--- src/rtl/alu_pkg.sv ---
// Shared ALU definitions: operand/opcode widths, opcode encodings and the
// arbiter FSM state type.
package alu_pkg;

    localparam int DATA_W = 4;
    localparam int OP_W   = 3;

    localparam logic [OP_W-1:0] OP_PASS = 3'b000;
    localparam logic [OP_W-1:0] OP_ADD  = 3'b001;
    localparam logic [OP_W-1:0] OP_SUB  = 3'b010;
    localparam logic [OP_W-1:0] OP_NOT  = 3'b011;
    localparam logic [OP_W-1:0] OP_OR   = 3'b100;
    localparam logic [OP_W-1:0] OP_AND  = 3'b101;
    localparam logic [OP_W-1:0] OP_XOR  = 3'b110;
    localparam logic [OP_W-1:0] OP_SHL2 = 3'b111;

    typedef enum logic [1:0] {
        IDLE,
        ISSUE,
        WAIT,
        RESP
    } arb_state_t;

endpackage

--- src/rtl/alu_arbiter_rr_arb2.sv ---
// Two-input round-robin grant: purely combinational, one-hot output.
// The last_grant state is owned by the caller.
module rr_arb2 (
    input  logic [1:0] valid_i,
    input  logic       last_grant_i,
    output logic [1:0] grant_o
);

    always_comb begin
        grant_o = valid_i;
        // On contention the requester that did not win last time goes first.
        if (valid_i == 2'b11) begin
            grant_o = last_grant_i ? 2'b01 : 2'b10;
        end
    end

endmodule

--- src/rtl/alu_arbiter.sv ---
// Round-robin front end for the shared registered ALU; returns results on a
// valid/ready channel. Define ALU_ARB_ZERO_FLAG_EN to add the rsp_zero output.
module alu_arbiter
    import alu_pkg::*;
(
    input  logic              clk,
    input  logic              rst_n,
    input  logic              req0_valid,
    output logic              req0_ready,
    input  logic [OP_W-1:0]   req0_opcode,
    input  logic [DATA_W-1:0] req0_a,
    input  logic [DATA_W-1:0] req0_b,
    input  logic              req1_valid,
    output logic              req1_ready,
    input  logic [OP_W-1:0]   req1_opcode,
    input  logic [DATA_W-1:0] req1_a,
    input  logic [DATA_W-1:0] req1_b,
    output logic              rsp_valid,
    input  logic              rsp_ready,
    output logic              rsp_id,
    output logic [DATA_W-1:0] rsp_data,
`ifdef ALU_ARB_ZERO_FLAG_EN
    output logic              rsp_zero,
`endif
    output logic [OP_W-1:0]   alu_opcode,
    output logic [DATA_W-1:0] alu_in_1,
    output logic [DATA_W-1:0] alu_in_2,
    input  logic [DATA_W-1:0] alu_result
);

    arb_state_t        state_q, state_d;
    logic              last_grant_q;
    logic              owner_q;
    logic [1:0]        grant;
    logic              accept;
    logic [OP_W-1:0]   alu_opcode_q;
    logic [DATA_W-1:0] alu_in_1_q, alu_in_2_q;
    logic              rsp_id_q;
    logic [DATA_W-1:0] rsp_data_q;

    rr_arb2 u_rr_arb2 (
        .valid_i      ({req1_valid, req0_valid}),
        .last_grant_i (last_grant_q),
        .grant_o      (grant)
    );

    // Ready is combinational but explicitly held low while reset is asserted.
    assign accept     = rst_n && (state_q == IDLE) && (grant != 2'b00);
    assign req0_ready = accept && grant[0];
    assign req1_ready = accept && grant[1];

    always_comb begin
        state_d = state_q;
        case (state_q)
            IDLE:  if (accept) state_d = ISSUE;
            ISSUE: state_d = WAIT;
            WAIT:  state_d = RESP;
            RESP:  if (rsp_ready) state_d = IDLE;
            default: state_d = IDLE;
        endcase
    end

    always_ff @(posedge clk or negedge rst_n) begin
        if (!rst_n) begin
            state_q <= IDLE;
        end else begin
            state_q <= state_d;
        end
    end

    always_ff @(posedge clk or negedge rst_n) begin
        if (!rst_n) begin
            last_grant_q <= 1'b1;
            owner_q      <= 1'b0;
            alu_opcode_q <= '0;
            alu_in_1_q   <= '0;
            alu_in_2_q   <= '0;
            rsp_id_q     <= 1'b0;
            rsp_data_q   <= '0;
        end else begin
            if (accept) begin
                last_grant_q <= grant[1];
                owner_q      <= grant[1];
                alu_opcode_q <= grant[1] ? req1_opcode : req0_opcode;
                alu_in_1_q   <= grant[1] ? req1_a : req0_a;
                alu_in_2_q   <= grant[1] ? req1_b : req0_b;
            end
            // The ALU sampled the drive registers one edge ago, so its output is valid now.
            if (state_q == WAIT) begin
                rsp_id_q   <= owner_q;
                rsp_data_q <= alu_result;
            end
        end
    end

`ifdef ALU_ARB_ZERO_FLAG_EN
    logic rsp_zero_q;

    always_ff @(posedge clk or negedge rst_n) begin
        if (!rst_n) begin
            rsp_zero_q <= 1'b0;
        end else if (state_q == WAIT) begin
            rsp_zero_q <= (alu_result == '0);
        end
    end

    assign rsp_zero = rsp_zero_q;
`endif

    assign rsp_valid  = (state_q == RESP);
    assign rsp_id     = rsp_id_q;
    assign rsp_data   = rsp_data_q;
    assign alu_opcode = alu_opcode_q;
    assign alu_in_1   = alu_in_1_q;
    assign alu_in_2   = alu_in_2_q;

endmodule

--- config.mk ---
export PLATFORM = sky130hd
export DESIGN_NAME = alu_arbiter
export DESIGN_NICKNAME = d
export VERILOG_FILES = /design/src/rtl/alu_pkg.sv /design/src/rtl/alu_arbiter_rr_arb2.sv /design/src/rtl/alu_arbiter.sv
export SDC_FILE = /design/constraint.sdc
export NUM_CORES = 1
export LEC_CHECK = 0
export BUFFER_PORTS_ARGS = -buffer_cell sky130_fd_sc_hd__buf_4
export CORE_UTILIZATION = 45
export CTS_CLUSTER_SIZE = 8
export DETAILED_ROUTE_END_ITERATION = 10
export GPL_TIMING_DRIVEN = 0
export PLACE_DENSITY = 0.79
export RECOVER_POWER = 25
export SLEW_MARGIN = 20
export SYNTH_ARGS = -nofsm -noshare
export SYNTH_HDL_FRONTEND = slang
export SYNTH_HIERARCHICAL = 1
export SYNTH_SLANG_ARGS = --single-unit
--- constraint.sdc ---
create_clock -name clk -period 4.7 [get_ports clk]
set_input_delay 1.175 -clock clk [delete_from_list [all_inputs] [get_ports clk]]
set_output_delay 1.175 -clock clk [all_outputs]
set_load 0.01 [all_outputs]
==> impl_metrics.json <==
{
  "synthFlopType": "dfrtp_1",
  "die_x_um": 48.66,
  "overflow": 0,
  "area_growth_pct": 44.70,
  "h-tree-depth": 1,
  "pin_count": 50,
  "grt_pass1_vias": 836,
  "drtAntennaViolNets": 0,
  "yosys-top-cells-area": "dfrtp_1 49%, mux2i_1 11%, mux2_2 5.7%",
  "reg2reg_from": "last_grant_q$_DFFE_PN1P_",
  "worst_path_max_delay_cell": "a21boi_0",
  "fin_setup_tns_ps": 0,
  "drc_errors": 0,
  "cts_setup_buffers": 0,
  "gr-usage-all-layers_pct": 19.02,
  "seqPwrFrac_pct": 39.0,
  "firstDrtPassIters": 3,
  "critPathMaxStageDelay_ps": 200,
  "r2r_end": "state_q[1]$_DFFE_PN0P_",
  "die_h_um": 48.66,
  "min_from": "last_grant_q$_DFFE_PN1P_",
  "yosysTopAreaCell": "dfrtp_1",
  "synth_seq_cells": 20,
  "drt_iter0_markers": 5,
  "synth_warnings": 6,
  "path_delay_family": "buffers and inverters",
  "antenna_found_initial": 0,
  "hold_violations": 0,
  "layout_common_cells": "49 x buf_4, 19 x dfrtp_1, 15 x nand2_1",
  "viasPerCell": 4.879,
  "syn_nets": 119,
  "drt-total-wl_um": 1959,
  "critPathLaunch": "req0_valid",
  "grt.met1_usage_pct": 23.00,
  "power_uw": 784.2,
  "post-route-min-period_ps": 3340,
  "p_int_uw": 518.0,
  "fillers": 168,
  "grt_max_degree": 25,
  "clock_latency_ps": 300,
  "final_max_slew_viol_count": 0,
  "path_depth": 7,
  "start_util_pct": 48.94,
  "cp_num_buf_inv": 5,
  "worstPathCellList": "buf_4, a21boi_0, buf_6, buf_6, nand3_1, inv_1, buf_4",
  "routedWlPerCell_um": 11.87,
  "arrival_ps": 2160,
  "async_reset_ff_share_pct": 100.0,
  "min_path_type": "flop to flop",
  "syn_avg_cell_area_um2": 11.53,
  "grt_busiest_layer": "met2",
  "finalSetupViolations": 0,
  "p_comb_share_pct": 48.5,
  "ys_types": 20,
  "rr_worst_depth": 5,
  "clock-sinks": 20,
  "hold_buffers": 0,
  "fin_crit_sh_pct": 71.06,
  "rsz0062_at_grt": "false",
  "swShare_pct": 33.94,
  "slew_headroom_pct": 73.18,
  "end_kind": "output pin",
  "worst_slew_pin_slew_ps": 401.5,
  "grtUsageMet3_pct": 3.774,
  "clockRootBuffer": "clkbuf_4",
  "clk_pin_slew_ps": 110,
  "start_kind": "input port",
  "ctsResizeCount": 0,
  "num_rows": 16,
  "powerDensity_nw_per_um2": 553.2,
  "insertedDiodeCount": 0,
  "fmax_ghz": 0.2994,
  "place.gp.congestion": 0.7446,
  "syn_inst": 85,
  "status": "finished, final reports clean",
  "die-area_um2": 2368,
  "crit_type": "input port to output pin",
  "skew_ps": 3.188,
  "portBuffers": 49,
  "core-area_um2": 2002,
  "final_common_cell": "buf_4",
  "regToRegSetupSlack_ps": 3060,
  "cts_made_buffers": 3,
  "cap_violations": 0,
  "grt_pass1_wl_um": 3505,
  "hpwlAfterDp_um": 1587,
  "grtUsageMet2_pct": 33.80,
  "clk_path_buf_depth": 2,
  "crit_path_end": "req1_ready",
  "drive_gt1_share_pct": 48.55,
  "power_leakage_uw": 0.0007461,
  "vias": 805,
  "crit_path_max_fanout": 10,
  "p_clk_share_pct": 12.5,
  "synth_top_area_share_pct": 48.53,
  "fin_nets": 173,
  "power.switching_uw": 266.2,
  "yosysSeqAreaShare_pct": 51.21,
  "irDropWorstVdd_uv": 324.1,
  "cp.required_ps": 3520,
  "cts_tree": "done",
  "synth.cell_area_um2": 979.7,
  "synth_edf_count": 0
}
-- sequential cells by signal, summed over array words and instances, names as in the netlist --
name,count
alu_in_1,4
alu_in_2,4
rsp_data,4
alu_opcode,3
state_q,2
last_grant_q,1
owner_q,1
rsp_id,1
-- cell usage after synthesis (all sizes together), types with 2 or more instances --
cell type and n:
inv 5, mux2i 11, a21boi 2, ha 3, dfrtp 19, mux2 6
nand2 15, o21ai 12, nand3 2, buf 4
-- power groups by stage --
stage | Clock [uW] | Combinational, uW | Sequential (uW)
floorplan | 0 | 193 | 334
finish | 98.0 | 381 | 306
global placement | 0 | 376 | 306
global route | 110 | 418 | 318
CTS | 101 | 387 | 307
detailed placement | 0 | 388 | 311
-- per-stage QoR --
stage                     hold WS (ps)  instance area [um2]  util (%)  instances  setup WS (ps)
after floorplan                  441.4                979.7         -         85           1627
after global placement           460.8                 1381     69.00        161           1393
after detailed placement         475.1                 1381     69.00        161           1352
after CTS                        493.0                 1418     70.81        165           1351
after global routing             522.8                 1418     70.81        165           1276
final                            488.1                 1418     70.81        165           1360
-- worst min-delay path by stage --
stage                          endpoint  slack [ps]  cells past startpoint
3_3_place_gp        owner_q$_DFFE_PN0P_         460                      2
5_1_grt        last_grant_q$_DFFE_PN1P_         520                      2
2_1_floorplan       owner_q$_DFFE_PN0P_         440                      2
3_5_place_dp   last_grant_q$_DFFE_PN1P_         480                      2
4_1_cts        last_grant_q$_DFFE_PN1P_         490                      2
6_report       last_grant_q$_DFFE_PN1P_         490                      2
-- routing by layer --
layer	wire length (um)	share of wire [%]
met3	126	6.4
met5	0	0
met1	810	41
met4	17	0.87
met2	1005	51
-- cell families after synthesis --
group	synth area share, %
flops	51.21
simple gates	7.407
compound gates	12.13
mux	18.52
buf+inv	6.896
fa+ha+maj	3.832
-- worst reg2reg max path: cells and delay by family, from the launching register on --
kind	cells	cell delay (ps)
multiplexers	1	310
buffers and inverters	1	40
flip-flops	1	560
AO/OA/AOI/OAI	3	630
-- final cells by class --
| class | count | area [um2] | share of cell area (%) |
|---|---|---|---|
| Clock buffer | 4 | 36.28 | 2.560 |
| Multi-Input combinational cell | 55 | 410.4 | 28.95 |
| Timing Repair Buffer | 49 | 367.9 | 25.95 |
| Tap cell | 27 | 33.78 | 2.383 |
| Buffer | 5 | 48.80 | 3.442 |
| Sequential cell | 20 | 501.7 | 35.39 |
| Inverter | 5 | 18.77 | 1.324 |
No activity file was read; power rests on OpenSTA's default activity.
